--- config.mk ---
export PLATFORM = sky130hd
export DESIGN_NAME = pixel_stream_tx
export DESIGN_NICKNAME = d
export VERILOG_FILES = /design/src/rtl/pix_stream_pkg.sv /design/src/rtl/pix_sync_fifo.sv /design/src/rtl/pixel_stream_tx.sv
export SDC_FILE = /design/constraint.sdc
export NUM_CORES = 1
export LEC_CHECK = 0
export BUFFER_PORTS_ARGS = -buffer_cell sky130_fd_sc_hd__buf_2
export CORE_MARGIN = 1.5
export CORE_UTILIZATION = 36
export DETAILED_ROUTE_END_ITERATION = 8
export HOLD_SLACK_MARGIN = 0.03
export SKIP_CTS_REPAIR_TIMING = 1
export SYNTH_ARGS = -nofsm -noshare
export SYNTH_HDL_FRONTEND = slang
export SYNTH_HIERARCHICAL = 1
export SYNTH_SLANG_ARGS = --single-unit
--- constraint.sdc ---
create_clock -name clk -period 6.5 [get_ports clk]
set_clock_uncertainty 0.15 [all_clocks]
set_input_delay 1.3 -clock clk [delete_from_list [all_inputs] [get_ports clk]]
set_output_delay 1.3 -clock clk [all_outputs]
set_load 0.1 [all_outputs]
--- src/rtl/pix_stream_pkg.sv ---
// pix_stream_pkg: state encoding, shared constants and counter width helper for the pixel stream transmitter.
package pix_stream_pkg;
    localparam int DATA_W     = 10;
    localparam int MAX_LINE_W = 1024;
    typedef enum logic [2:0] {S_IDLE, S_PRIME, S_ACTIVE, S_HBLANK, S_VBLANK} state_t;
    function automatic int clog2(input int v);
        int r;
        r = 1;
        while ((1 << r) < v) r++;
        return r;
    endfunction
endpackage

--- src/rtl/pix_sync_fifo.sv ---
// pix_sync_fifo: single-clock pixel buffer; the caller gates push on !full_o and pop on !empty_o.
module pix_sync_fifo
    import pix_stream_pkg::*;
#(
    parameter int W     = DATA_W,
    parameter int DEPTH = 8,
    localparam int AW   = clog2(DEPTH)
)(
    input  logic          clk,
    input  logic          aclr,
    input  logic          push_i,
    input  logic          pop_i,
    input  logic [W-1:0]  din_i,
    output logic [W-1:0]  dout_o,
    output logic [AW:0]   count_o,
    output logic          full_o,
    output logic          empty_o
);
    logic [W-1:0]  mem_q [DEPTH];
    logic [AW-1:0] wr_q, rd_q;
    logic [AW:0]   cnt_q;
    always_ff @(posedge clk) if (push_i) mem_q[wr_q] <= din_i;
    // Power-of-two depth lets the pointers wrap naturally.
    always_ff @(posedge clk or negedge aclr) begin
        if (!aclr) begin
            wr_q  <= '0;
            rd_q  <= '0;
            cnt_q <= '0;
        end else begin
            wr_q  <= wr_q + AW'(push_i);
            rd_q  <= rd_q + AW'(pop_i);
            cnt_q <= cnt_q + (AW+1)'(push_i) - (AW+1)'(pop_i);
        end
    end
    assign dout_o  = mem_q[rd_q];
    assign count_o = cnt_q;
    assign full_o  = cnt_q == (AW+1)'(DEPTH);
    assign empty_o = cnt_q == '0;
endmodule

--- src/rtl/pixel_stream_tx.sv ---
// pixel_stream_tx: buffers upstream pixels and emits fixed-length rows with H/V blanking to the 3x3 filter.
// Optional test-pattern generator enabled by defining PIX_TX_TESTPAT_EN.
module pixel_stream_tx
    import pix_stream_pkg::*;
#(
    parameter int DATA_W     = pix_stream_pkg::DATA_W,
    parameter int LINE_W     = 640,
    parameter int ROWS       = 480,
    parameter int HBLANK     = 16,
    parameter int VBLANK     = 64,
    parameter int FIFO_DEPTH = 8
)(
    input  logic              clk,
    input  logic              aclr,
    input  logic [DATA_W-1:0] in_data,
    input  logic              in_valid,
    output logic              in_ready,
    input  logic              start,
`ifdef PIX_TX_TESTPAT_EN
    input  logic              testpat,
`endif
    output logic [DATA_W-1:0] data,
    output logic              data_valid,
    output logic              row_end,
    output logic              frame_end,
    output logic              busy,
    output logic              underrun,
    input  logic              clear_underrun
);
    localparam int CW = clog2(MAX_LINE_W);
    localparam int RW = clog2(ROWS);
    localparam int BW = clog2(HBLANK > VBLANK ? HBLANK : VBLANK);
    localparam int AW = clog2(FIFO_DEPTH);
    localparam logic [AW:0] PRIME_N = (AW+1)'(FIFO_DEPTH < LINE_W ? FIFO_DEPTH : LINE_W);
    state_t            state_q;
    logic [CW-1:0]     col_q;
    logic [RW-1:0]     row_q;
    logic [BW-1:0]     blk_q;
    logic [DATA_W-1:0] data_q, fifo_dout, pix_d;
    logic              valid_q, row_end_q, frame_end_q, underrun_q;
    logic              full, empty, push, pop, active, last_col, last_row, tp;
    logic [AW:0]       count;
`ifdef PIX_TX_TESTPAT_EN
    logic tp_q;
    always_ff @(posedge clk or negedge aclr)
        if (!aclr) tp_q <= 1'b0;
        else if (state_q == S_IDLE && start) tp_q <= testpat;
    assign tp = tp_q;
`else
    assign tp = 1'b0;
`endif
    assign in_ready = !full;
    assign push     = in_valid && !full;
    assign active   = state_q == S_ACTIVE;
    assign pop      = active && !tp && !empty;
    assign last_col = col_q == CW'(LINE_W - 1);
    assign last_row = row_q == RW'(ROWS - 1);
    // No bypass: an empty FIFO pads with zero even if a push lands this cycle.
    assign pix_d    = tp ? DATA_W'(32'(row_q) + 32'(col_q)) : (empty ? '0 : fifo_dout);
    pix_sync_fifo #(.W(DATA_W), .DEPTH(FIFO_DEPTH)) u_fifo (
        .clk(clk), .aclr(aclr), .push_i(push), .pop_i(pop), .din_i(in_data),
        .dout_o(fifo_dout), .count_o(count), .full_o(full), .empty_o(empty)
    );
    always_ff @(posedge clk or negedge aclr) begin
        if (!aclr) begin
            state_q     <= S_IDLE;
            col_q       <= '0;
            row_q       <= '0;
            blk_q       <= '0;
            data_q      <= '0;
            valid_q     <= 1'b0;
            row_end_q   <= 1'b0;
            frame_end_q <= 1'b0;
            underrun_q  <= 1'b0;
        end else begin
            data_q      <= active ? pix_d : '0;
            valid_q     <= active;
            row_end_q   <= active && last_col;
            frame_end_q <= active && last_col && last_row;
            underrun_q  <= (active && !tp && empty) ? 1'b1 : (clear_underrun ? 1'b0 : underrun_q);
            case (state_q)
                S_IDLE: if (start) begin
                    state_q <= S_PRIME;
                    row_q   <= '0;
                end
                S_PRIME: if (tp || count >= PRIME_N) begin
                    state_q <= S_ACTIVE;
                    col_q   <= '0;
                end
                S_ACTIVE: begin
                    col_q <= col_q + 1'b1;
                    if (last_col) begin
                        state_q <= last_row ? S_VBLANK : S_HBLANK;
                        blk_q   <= '0;
                    end
                end
                S_HBLANK: begin
                    blk_q <= blk_q + 1'b1;
                    if (blk_q == BW'(HBLANK - 1)) begin
                        state_q <= S_PRIME;
                        row_q   <= row_q + 1'b1;
                    end
                end
                S_VBLANK: begin
                    blk_q <= blk_q + 1'b1;
                    if (blk_q == BW'(VBLANK - 1)) state_q <= S_IDLE;
                end
                default: state_q <= S_IDLE;
            endcase
        end
    end
    assign data       = data_q;
    assign data_valid = valid_q;
    assign row_end    = row_end_q;
    assign frame_end  = frame_end_q;
    assign busy       = state_q != S_IDLE;
    assign underrun   = underrun_q;
endmodule

======== After elaboration in Yosys (flattened, before gate mapping) ========
Memories as Yosys holds them, arrays and structs flattened.
Index checks and enable logic that the tools add are counted.
cells by class
  $add $sub $neg .......................... 7
  $lt $le $gt $ge ......................... 1
  eq/ne operators ......................... 14
  muxes and demuxes ....................... 20
  reduce and logical (&&, ||, !) cells .... 19
operators by type and width
  cell                     number
  $mux W10                 3
  $pmux W10 S2             1
  $mux W3                  6
  $mux W9                  2
  $pmux W9 S2              1
  $pmux W3 S5              1
  $pmux W6 S2              1
  $add A10 B1 Y10 const B  1
  $eq A10 B10 Y1 const B   1
  $add A9 B1 Y9 const B    1
  $eq A9 B9 Y1 const B     1
  $ne A2 B2 Y1 const B     4
  $reduce_bool A2 Y1       4
  $add A3 B1 Y3            2
  $add A6 B1 Y6 const B    1
  $eq A3 B2 Y1 const B     2
  $eq A6 B4 Y1 const B     1
  $eq A6 B6 Y1 const B     1
  $mux W6                  1
  $logic_and A1 B1 Y1      5
  $reduce_and A5 Y1        1
  $add A4 B1 Y4            1
  $eq A4 B4 Y1 const B     1
  $ge A4 B4 Y1 const B     1
  12 further kinds         17
word-level totals
  register bits ........................... 52
  memory bits (writable) .................. 80
  input port bits ......................... 15
  output and inout bits ................... 16
  logic and storage cells ................. 74
  memories kept ........................... 1
memories
  name          words  width  read ports  clocked after memory_dff  wr ports  RTL line             text
  u_fifo.mem_q  8      10     1           0                         1         pix_sync_fifo.sv:19  logic [W-1:0] mem_q [DEPTH];

======== Logic depth before layout (Yosys ltp) ========
Gate-level depths: netlist (run 1).
  depth in word-level cells ............... 5
  mapped depth ............................ 11
  gate-level depth less buffers ........... 10

======== By module ========
Netlist (run 1), hierarchy kept.
modules (own cells, without submodules)
  module           times used  cells each  area each (um^2)  sequential area each (um^2)
  pix_sync_fifo    1           163         3,611.0           2,652.5
  pixel_stream_tx  1           203         2,044.5           1,051.0

======== Least setup slack after synthesis (run 1) ========
OpenSTA, ideal clock, no wires.
  kind .................................... input-to-reg
  from .................................... input in_valid
  to ...................................... memory u_fifo/mem_q[0][0] (netlist bit), enable pin
  library setup time ...................... 0.390 ns
  arrival time ............................ 2.405 ns
  data required time ...................... 5.960 ns
  slack ................................... 3.555 ns
  stages .................................. 3
  path buffers ............................ 0
  cells stage by stage .................... nor2b_1 nand2b_1 nor3_1
between the ends
  word-level cells in the longest chain between the ends .. 3
RTL lines
  element                        RTL line               text
  from (decl)                    pixel_stream_tx.sv:16  input logic in_valid,
  $logic_and A1 B1 Y1            pixel_stream_tx.sv:53  assign push = in_valid && !full;
  $mux W1                        pix_sync_fifo.sv:22    always_ff @(posedge clk) if (push_i) mem_q[wr_q] <= din_i;
  $mux W1 (not written as such)  pix_sync_fifo.sv:22
  to (decl)                      pix_sync_fifo.sv:19
No other way between the ends.

======== Worst setup path after layout (run 1) ========
  from .................................... register u_fifo.cnt_q[3] (netlist: u_fifo/count_o[3])
  to ...................................... output in_ready
between the ends
  word-level cells in the longest chain between the ends .. 2
RTL lines
  element                 RTL line               text
  from (decl)             pix_sync_fifo.sv:21    logic [AW:0] cnt_q;
  from (signal assigned)  pix_sync_fifo.sv:32    cnt_q <= cnt_q + (AW+1)'(push_i) - (AW+1)'(pop_i);
  $eq A4 B4 Y1            pix_sync_fifo.sv:37    assign full_o = cnt_q == (AW+1)'(DEPTH);
  via full                pixel_stream_tx.sv:41  logic full, empty, push, pop, active, last_col, last_row, tp;
  $logic_not A1 Y1        pixel_stream_tx.sv:52  assign in_ready = !full;
  to (decl)               pixel_stream_tx.sv:17  output logic in_ready,
The timed path passes the listed nets, and every way through them passes these cells.

==> impl_metrics.csv, run 1 <==
group,metric,value,unit
sta,tns,0,ns
sta,setup_viol_count_final,0,
drt,drt_wl_total,10.77,mm
sta,fin_crit,3.193,ns
global_routing,grt_max_degree,53,
global_routing,grt_first_pass_wirelength,17.47,mm
sta,rsz0062_at_grt,"no",
drt,via_count,3133,
logic_synthesis,yosysWarningCount,6,
critical_path,start_kind,"flip-flop",
sta,slew_headroom,0.2880,
logic_synthesis,mappedNetlistNets,395,
layout,n_fill_cell,1385,
clock_tree,clock_path_buffers,2,
sta,tightest_slew,1.068,ns
floorplanning,core_area,0.01526,mm^2
run,max_cap_viol_count,0,
layout,seq_area,0.003704,mm^2
critical_path,critPathCaptureType,"primary output",
sta,finalCritPeriodShare,0.4913,
clock_tree,worstSkewPairLatency,0.43,ns
logic_synthesis,synth_edf_count,80,
worst_hold_path,hold_class,"reg2reg",
logic_synthesis,synth.top_cell.area_share,0.4248,
critical_path,path_cells,"ha_1 -> and3_1 -> inv_1 -> buf_2",
logic_synthesis,ys_ff_latch,132,
critical_path,cp_data_arrival_time,1.74,ns
logic_synthesis,synthCells,366,
clock_tree,clockRootBuffer,"clkbuf_16",
logic_synthesis,ys_seq_area_frac,0.6549,
clock_tree,cts_buffers,17,
floorplanning,die_height,128.3,um
sta,holdWs,0.3345,ns
clock_tree,clk_pin_slew,0.06,ns
layout,layout.nets,431,
critical_path,cpPeakStageDelay,0.46,ns
critical_path,critPathBufInv,2,
global_routing,grt_overflow,0,
clock_tree,clock-sinks,132,
floorplanning,die_w,128.3,um
critical_path,critPathKind,"reg2out",
place,dpl-instance-area,0.006000,mm^2
logic_synthesis,netlist_top_cells_count,"80 x edfxtp_1, 52 x dfrtp_1, 20 x a21oi_1, 20 x mux4_1, 17 x nand2_1",
global_routing,grt_pass1_vias,3235,
power_and_ir_drop,power.leakage,2.607,nW
global_routing,grt.total_usage,0.1464,
logic_synthesis,syn_area_per_cell,15.45,um^2
global_routing,antenna_found_initial,0,
layout,stdcell_area,0.006545,mm^2
logic_synthesis,synthTopCellsByArea,"edfxtp_1 42%, dfrtp_1 23%, mux4_1 9.3%",
logic_synthesis,async_reset_ff_frac,0.3939,
critical_path,critPathTopFamily,"buffers and inverters",
critical_path,worstPathMaxFanout,6,
sta,fmax,0.3131,GHz
critical_path,reg2reg_slack,3.46,ns
drt,wl_per_cell,17.20,um
drt,ant_nets,0,
power_and_ir_drop,power_density,474.3,mW/mm^2
logic_synthesis,synth_cell_types,51,
layout,drive_gt1_frac,0.1952,
logic_synthesis,synthesis.area,0.005655,mm^2
floorplanning,start_util,0.3706,
place,portBuffers,30,
logic_synthesis,yosysMostFrequentCell,"edfxtp_1",
sta,worst_slack,3.307,ns
clock_tree,htreeDepth,4,
power_and_ir_drop,ir_drop,305.6,uV
drt,route.detailed.drc,0,
floorplanning,row_count,45,
floorplanning,dieArea,0.01647,mm^2
layout,n_antenna_cell,0,
sta,maxSlewViolCount,0,
run_status,outcome,"completed",
place,gp_congestion,0.7524,
sta,hold_viol,0,
logic_synthesis,synth_top_area_cell,"edfxtp_1",
critical_path,cpMaxStageDelayCell,"dfrtp_1",
floorplanning,ioPinCount,31,
layout,area_growth,15.73,%
place,dp_hpwl,7.016,mm
clock_tree,cts_tree,"done",
drt,via_per_inst,5.005,
drt,dr.pass1.iters,4,
place,dpl_worst_slack,3.208,ns
layout,multi_input_area,0.001814,mm^2
critical_path,critical_path_required,5.05,ns
drt,drt_iter0_markers,210,
logic_synthesis,synthFlopType,"edfxtp_1",
worst paths after layout:
| kind | startpoint | end | cells past startpoint |
|---|---|---|---|
| hold reg to reg | col_q[9] | col_q[9] | 1 |
| setup reg to reg | state_q[0] | u_fifo/count_o[3] | 8 |
| min in group asynchronous | aclr | col_q[7] | 2 |
| setup / recovery | u_fifo/count_o[3] | in_ready | 4 |
| max in group asynchronous | aclr | data[0] | 2 |
| hold / removal | col_q[9] | col_q[9] | 1 |
area by class of cell:
type,count,share of cell area
tap,211,0.04034
multi-input combinational,206,0.2772
inverter,12,0.006882
timing repair buffer,33,0.02638
sequential,132,0.5659
clock inverter,12,0.01663
clock buffer,20,0.06672
flip-flops by register name, indices dropped and copies added, names as in the netlist:
register        cells
u_fifo/count_o      4
row_q               9
u_fifo/rd_q         3
u_fifo/wr_q         3
data               10
col_q              10
u_fifo/mem_q       80
frame_end           1
state_q             3
blk_q               6
data_valid          1
underrun            1
row_end             1
per-stage QoR:
step | total power [W] | util | std cells
finish | 0.003104 | 0.4289 | 626
floorplan | 0.002028 | - | 366
detailed placement | 0.002253 | 0.3932 | 594
CTS | 0.003148 | 0.4289 | 626
global placement | 0.002224 | 0.3932 | 594
global route | 0.003291 | 0.4289 | 626
cells in the final DEF (no fill, tap or decap), drive strengths merged, types with 8 or more instances in the layout:
cell	n
o21ai	12
clkinv	8
dfrtp	52
nand3	9
mux4	20
edfxtp	80
inv	13
a21oi	20
and3	8
buf	33
mux2	11
nor2	16
ha	13
and2	11
nand2	17
clkbuf	20
cells by family after synthesis:
logic type | after synthesis | share of synthesized area
fa+ha+maj | 14 | 0.03230
flops | 132 | 0.6549
compound gates | 64 | 0.07389
buf+inv | 28 | 0.02433
mux | 33 | 0.1184
xor+xnor | 5 | 0.007743
simple gates | 90 | 0.08850
report_power, final:
| part | switching, W | internal [W] | total [W] |
|---|---|---|---|
| sequential | 0.000171 | 0.00108 | 0.00125 |
| combinational | 0.000617 | 0.000352 | 0.000969 |
| clock | 0.000356 | 0.000525 | 0.000881 |
layer usage:
layer,share of wire,GRT usage,up-vias
met3,0.037,0.05405,12
li1,-,-,1498
met4,0.012,0.05354,0
met2,0.52,0.2486,47
met1,0.43,0.1710,1576
met5,0,0,-
Power figures use the tool's default switching activity.
==> run 2, diff against run 1 <==
==> constraint.sdc (replaced) <==
create_clock -name clk -period 2.8 [get_ports clk]
set_clock_uncertainty 0.15 [all_clocks]
set_input_delay 0.56 -clock clk [delete_from_list [all_inputs] [get_ports clk]]
set_output_delay 0.56 -clock clk [all_outputs]
set_load 0.1 [all_outputs]
==> run 2 against run 1 <==
Compared with the run above: global-route usage fell by 0.73 points; non-clock buffer count grew 11; power increased by 140%; sequential cell count unchanged; largest cell class unchanged.
==> impl_metrics.csv, run 2 (synthesis gave the netlist of run 1 again) <==
group,metric,value,unit
drt,dr.pass1.iters,4,
power_and_ir_drop,p_comb_frac,0.331,
global_routing,grt_max_degree,53,
sta,maxSlewViolCount,0,
sta,tns,0,ns
sta,setup_viol_count_final,0,
critical_path,critical_path_required,2.09,ns
critical_path,critPathKind,"reg2out",
critical_path,r2r-start,"state_q[1]",
power_and_ir_drop,p_int,0.004648,W
sta,finalCritPeriodShare,0.8611,
clock_tree,cts_tree,"done",
sta,hold_viol,0,
drt,via_per_inst,5.055,
critical_path,ff2ff_path_depth,6,
global_routing,grt.total_usage,0.1392,
clock_tree,cts_buffers,17,
floorplanning,row_count,45,
clock_tree,worstSkewPairLatency,0.43,ns
layout,seq_area,0.003704,mm^2
sta,slew_headroom,0.5305,
layout,area_growth,17.94,%
drt,drt_wl_total,10.42,mm
clock_tree,clock-sinks,132,
place,gp_congestion,0.7446,
critical_path,path_cells,"ha_1 -> and3_1 -> inv_1 -> buf_2",
layout,fin_util,0.4371,
clock_tree,clock_path_buffers,2,
floorplanning,core_area,0.01526,mm^2
drt,via_count,3220,
clock_tree,clk_pin_slew,0.06,ns
power_and_ir_drop,seqPwrFrac,0.373,
floorplanning,die_w,128.3,um
drt,ant_nets,0,
critical_path,cpPeakStageDelay,0.43,ns
layout,largest_reg_flops,80,
sta,rsz0062_at_grt,"no",
critical_path,start_kind,"flip-flop",
drt,route.detailed.drc,0,
power_and_ir_drop,swShare,0.3726,
clock_tree,clockRootBuffer,"clkbuf_16",
critical_path,reg2reg_slack,0.44,ns
sta,fmax,0.4148,GHz
place,portBuffers,30,
layout,final_common_cell,"edfxtp_1",
floorplanning,dieArea,0.01647,mm^2
critical_path,critPathCaptureType,"primary output",
power_and_ir_drop,power.leakage,2.678,nW
place,dp_hpwl,6.399,mm
global_routing,grt_first_pass_wirelength,16.75,mm
power_and_ir_drop,power_density,1111,mW/mm^2
layout,drive_gt1_frac,0.2230,
critical_path,cpMaxStageDelayCell,"dfrtp_1",
sta,fin_crit,2.411,ns
layout,largest-register,"u_fifo/mem_q",
floorplanning,die_height,128.3,um
power_and_ir_drop,pwr-share-clk,0.296,
layout,layout.nets,442,
critical_path,cp-startpoint,"u_fifo/count_o[3]",
clock_tree,htreeDepth,4,
global_routing,grt_pass1_vias,3202,
power_and_ir_drop,ir_drop,509.8,uV
global_routing,antenna_found_initial,0,
layout,multi_input_area,0.001814,mm^2
floorplanning,start_util,0.3706,
drt,drt_iter0_markers,269,
sta,tightest_slew,0.7043,ns
power_and_ir_drop,power_switching,0.002760,W
critical_path,cp_data_arrival_time,1.70,ns
run,max_cap_viol_count,0,
drt,wl_per_cell,16.35,um
floorplanning,ioPinCount,31,
run_status,outcome,"completed",
critical_path,r2r_end,"u_fifo/count_o[1]",
critical_path,worstPathMaxFanout,6,
layout,layout_common_cells,"80 x edfxtp_1, 52 x dfrtp_1, 30 x buf_2",
global_routing,grt_overflow,0,
worst_hold_path,hold_class,"in2async",
layout,n_fill_cell,1360,
layout,n_antenna_cell,0,
run 2: cell count changes in the layout (fill, tap and decap cells not counted):
cell	delta
clkbuf_1	-3
buf_4	+11
clkinv_2	-4
inv_8	+6
inv_6	+2
clkinvlp_4	+2
clkinv_4	-3
run 2: how the worst max path moves through the flow:
stage                               endpoint  slack [ns]
after floorplan           u_fifo/mem_q[0][0]        0.44
after global placement     u_fifo/count_o[3]        0.51
after detailed placement   u_fifo/count_o[1]        0.44
after CTS                           in_ready        0.35
after global routing                in_ready        0.31
final                               in_ready        0.39
run 2: cell type report:
| class | count | share of cell area |
|---|---|---|
| Timing Repair Buffer | 44 | 0.03827 |
| Inverter | 12 | 0.006753 |
| Tap cell | 211 | 0.03958 |
| Clock buffer | 17 | 0.06378 |
| Clock inverter | 15 | 0.02439 |
| Multi-Input combinational cell | 206 | 0.2720 |
| Sequential cell | 132 | 0.5552 |
run 2: critical path, delay by kind of cell (launching register included):
| family | cells | cell delay (ns) |
|---|---|---|
| buffers and inverters | 2 | 0.47 |
| DFF | 1 | 0.43 |
| adders and majority gates | 1 | 0.21 |
| and+or+nand+nor | 1 | 0.16 |
run 2: power by group through the flow:
stage,clock [W],sequential (W),combinational (W)
5_1_grt,0.00233,0.00282,0.00266
4_1_cts,0.00225,0.00277,0.00249
6_report,0.00219,0.00276,0.00245
2_1_floorplan,0,0.00328,0.00143
3_3_place_gp,0,0.00279,0.00242
3_5_place_dp,0,0.00280,0.00248
run 2: metal layers:
metal	vias up	part of all wire	global-route usage
met5	-	0	0
met4	0	0.018	0.06742
met3	18	0.043	0.04158
met2	63	0.47	0.2207
met1	1619	0.46	0.1756
li1	1520	-	-
run 2: stage by stage:
stage | setup slack [ns] | total power, W | cells | hold slack, ns | area (um^2)
2_1_floorplan | 0.4389 | 0.004708 | 366 | 0.1144 | 5655
4_1_cts | 0.3497 | 0.007506 | 637 | 0.1464 | 6670
6_report | 0.3891 | 0.007408 | 637 | 0.09529 | 6670
5_1_grt | 0.3084 | 0.007803 | 637 | 0.1836 | 6670
3_3_place_gp | 0.5075 | 0.005206 | 605 | 0.3325 | 6082
3_5_place_dp | 0.4411 | 0.005284 | 605 | 0.3410 | 6082
==> run 3, diff against run 2 <==
==> constraint.sdc (replaced) <==
create_clock -name clk -period 2.7 [get_ports clk]
set_clock_uncertainty 0.15 [all_clocks]
set_input_delay 0.54 -clock clk [delete_from_list [all_inputs] [get_ports clk]]
set_output_delay 0.54 -clock clk [all_outputs]
set_load 0.1 [all_outputs]
==> run 3 against run 2 <==
Compared with the run above: sequential power grew 4%; critical endpoint is now u_fifo/count_o[3]; cell count is 0.31% higher; power up 4.0%; critical path type is now reg2reg; via count rose by 0.19%; combinational power grew 4%; routed wire length up 2.2%; critical path depth up 4.
==> impl_metrics.csv, run 3 (synthesis gave the netlist of run 1 again) <==
group,metric,value,unit
worst_hold_path,hold_class,"in2reg",
layout,n_fill_cell,1353,
drt,dr.pass1.iters,4,
floorplanning,start_util,0.3706,
global_routing,grt_overflow,0,
layout,layout.nets,444,
floorplanning,dieArea,0.01647,mm^2
global_routing,grt.total_usage,0.1389,
floorplanning,die_height,128.3,um
layout,fin_util,0.4394,
clock_tree,clock-sinks,132,
layout,n_antenna_cell,0,
place,portBuffers,30,
sta,rsz0062_at_grt,"no",
global_routing,use_met1,0.1723,
sta,tns,0,ns
layout,final_cells,639,
layout,largest_reg_flops,80,
global_routing,antenna_found_initial,0,
critical_path,critPathKind,"reg2reg",
critical_path,worstPathMaxFanout,13,
sta,fmax,0.4168,GHz
power_and_ir_drop,power.leakage,2.705,nW
sta,tightest_slew,0.6233,ns
place,gp_congestion,0.7514,
floorplanning,ioPinCount,31,
global_routing,grt_first_pass_wirelength,16.71,mm
critical_path,start_kind,"flip-flop",
drt,route.detailed.drc,0,
layout,drive_gt1_frac,0.2243,
clock_tree,cts_tree,"done",
global_routing,use_met2,0.2211,
drt,drt_wl_total,10.64,mm
global_routing,grt_pass1_vias,3220,
sta,hold_viol,0,
drt,via_per_inst,5.049,
critical_path,critPathCaptureType,"flip-flop",
layout,largest-register,"u_fifo/mem_q",
sta,setup_viol_count_final,0,
floorplanning,core_area,0.01526,mm^2
drt,via_count,3226,
place,place_inst,606,
run_status,outcome,"completed",
clock_tree,cts_buffers,17,
global_routing,grtUsageMet3,0.05198,
critical_path,cp_data_arrival_time,2.59,ns
place,dp_hpwl,6.713,mm
sta,slew_headroom,0.5845,
global_routing,grt-busiest-layer,"met2",
sta,finalCritPeriodShare,0.8887,
sta,holdWs,0.1753,ns
global_routing,grt_max_degree,30,
run,max_cap_viol_count,0,
drt,ant_nets,0,
layout,final_common_cell,"edfxtp_1",
clock_tree,clk_pin_slew,0.06,ns
clock_tree,worstSkewPairLatency,0.42,ns
power_and_ir_drop,ir_drop,688.7,uV
layout,area_growth,18.56,%
layout,layout_common_cells,"80 x edfxtp_1, 52 x dfrtp_1, 30 x buf_2",
clock_tree,clockRootBuffer,"clkbuf_16",
floorplanning,die_w,128.3,um
drt,wl_per_cell,16.66,um
clock_tree,htreeDepth,4,
clock_tree,clock_path_buffers,2,
power_and_ir_drop,power_density,1148,mW/mm^2
floorplanning,row_count,45,
sta,maxSlewViolCount,0,
drt,drt_iter0_markers,290,
critical_path,critical_path_required,2.89,ns
sta,fin_crit,2.400,ns
==> run 3: final cells by class <==
| type | instances | area, um^2 | area share |
|---|---|---|---|
| Clock inverter | 15 | 167.7 | 0.02500 |
| Tap cell | 211 | 264.0 | 0.03937 |
| Multi-Input combinational cell | 206 | 1814 | 0.2706 |
| Timing Repair Buffer | 46 | 285.3 | 0.04255 |
| Inverter | 12 | 45.04 | 0.006718 |
| Clock buffer | 17 | 425.4 | 0.06344 |
| Sequential cell | 132 | 3704 | 0.5523 |
==> run 3: per-layer routing <==
layer	share of wire	vias to the layer above
met5	0	-
met4	0.016	0
met3	0.048	14
met2	0.49	71
met1	0.45	1616
li1	-	1525
==> run 3: worst paths after layout <==
kind | start | to | slack (ns) | cells past startpoint
min reg2reg | col_q[9] | col_q[9] | 0.34 | 1
min | clear_underrun | underrun | 0.18 | 2
max reg2reg | state_q[1] | u_fifo/count_o[3] | 0.30 | 8
max in group asynchronous | aclr | data[0] | 1.31 | 3
min in group asynchronous | aclr | col_q[0] | 0.52 | 2
max | state_q[1] | u_fifo/count_o[3] | 0.30 | 8
==> run 3: worst max-delay path, stage by stage, from the launching register on <==
cell and delay (ns):
dfrtp_1 0.48, or3b_4 0.52, nor2_1 0.18, ha_1 0.17, inv_1 0.06, ha_1 0.28
a21o_1 0.16, a21oi_1 0.16, xor2_1 0.16
==> run 3: stage by stage <==
step                instance area [um^2]  total power [W]  setup WS (ns)
floorplan                           5655         0.004882         0.3389
global placement                    6102         0.005416         0.4049
detailed placement                  6102         0.005491         0.3310
CTS                                 6695         0.007787         0.2772
global route                        6705         0.008107         0.1081
finish                              6705         0.007700         0.3005
==> run 3: report_power, final <==
| group | switching (W) | internal [W] |
|---|---|---|
| Sequential | 0.000270 | 0.00260 |
| Combinational | 0.00164 | 0.000914 |
| Clock | 0.000956 | 0.00132 |
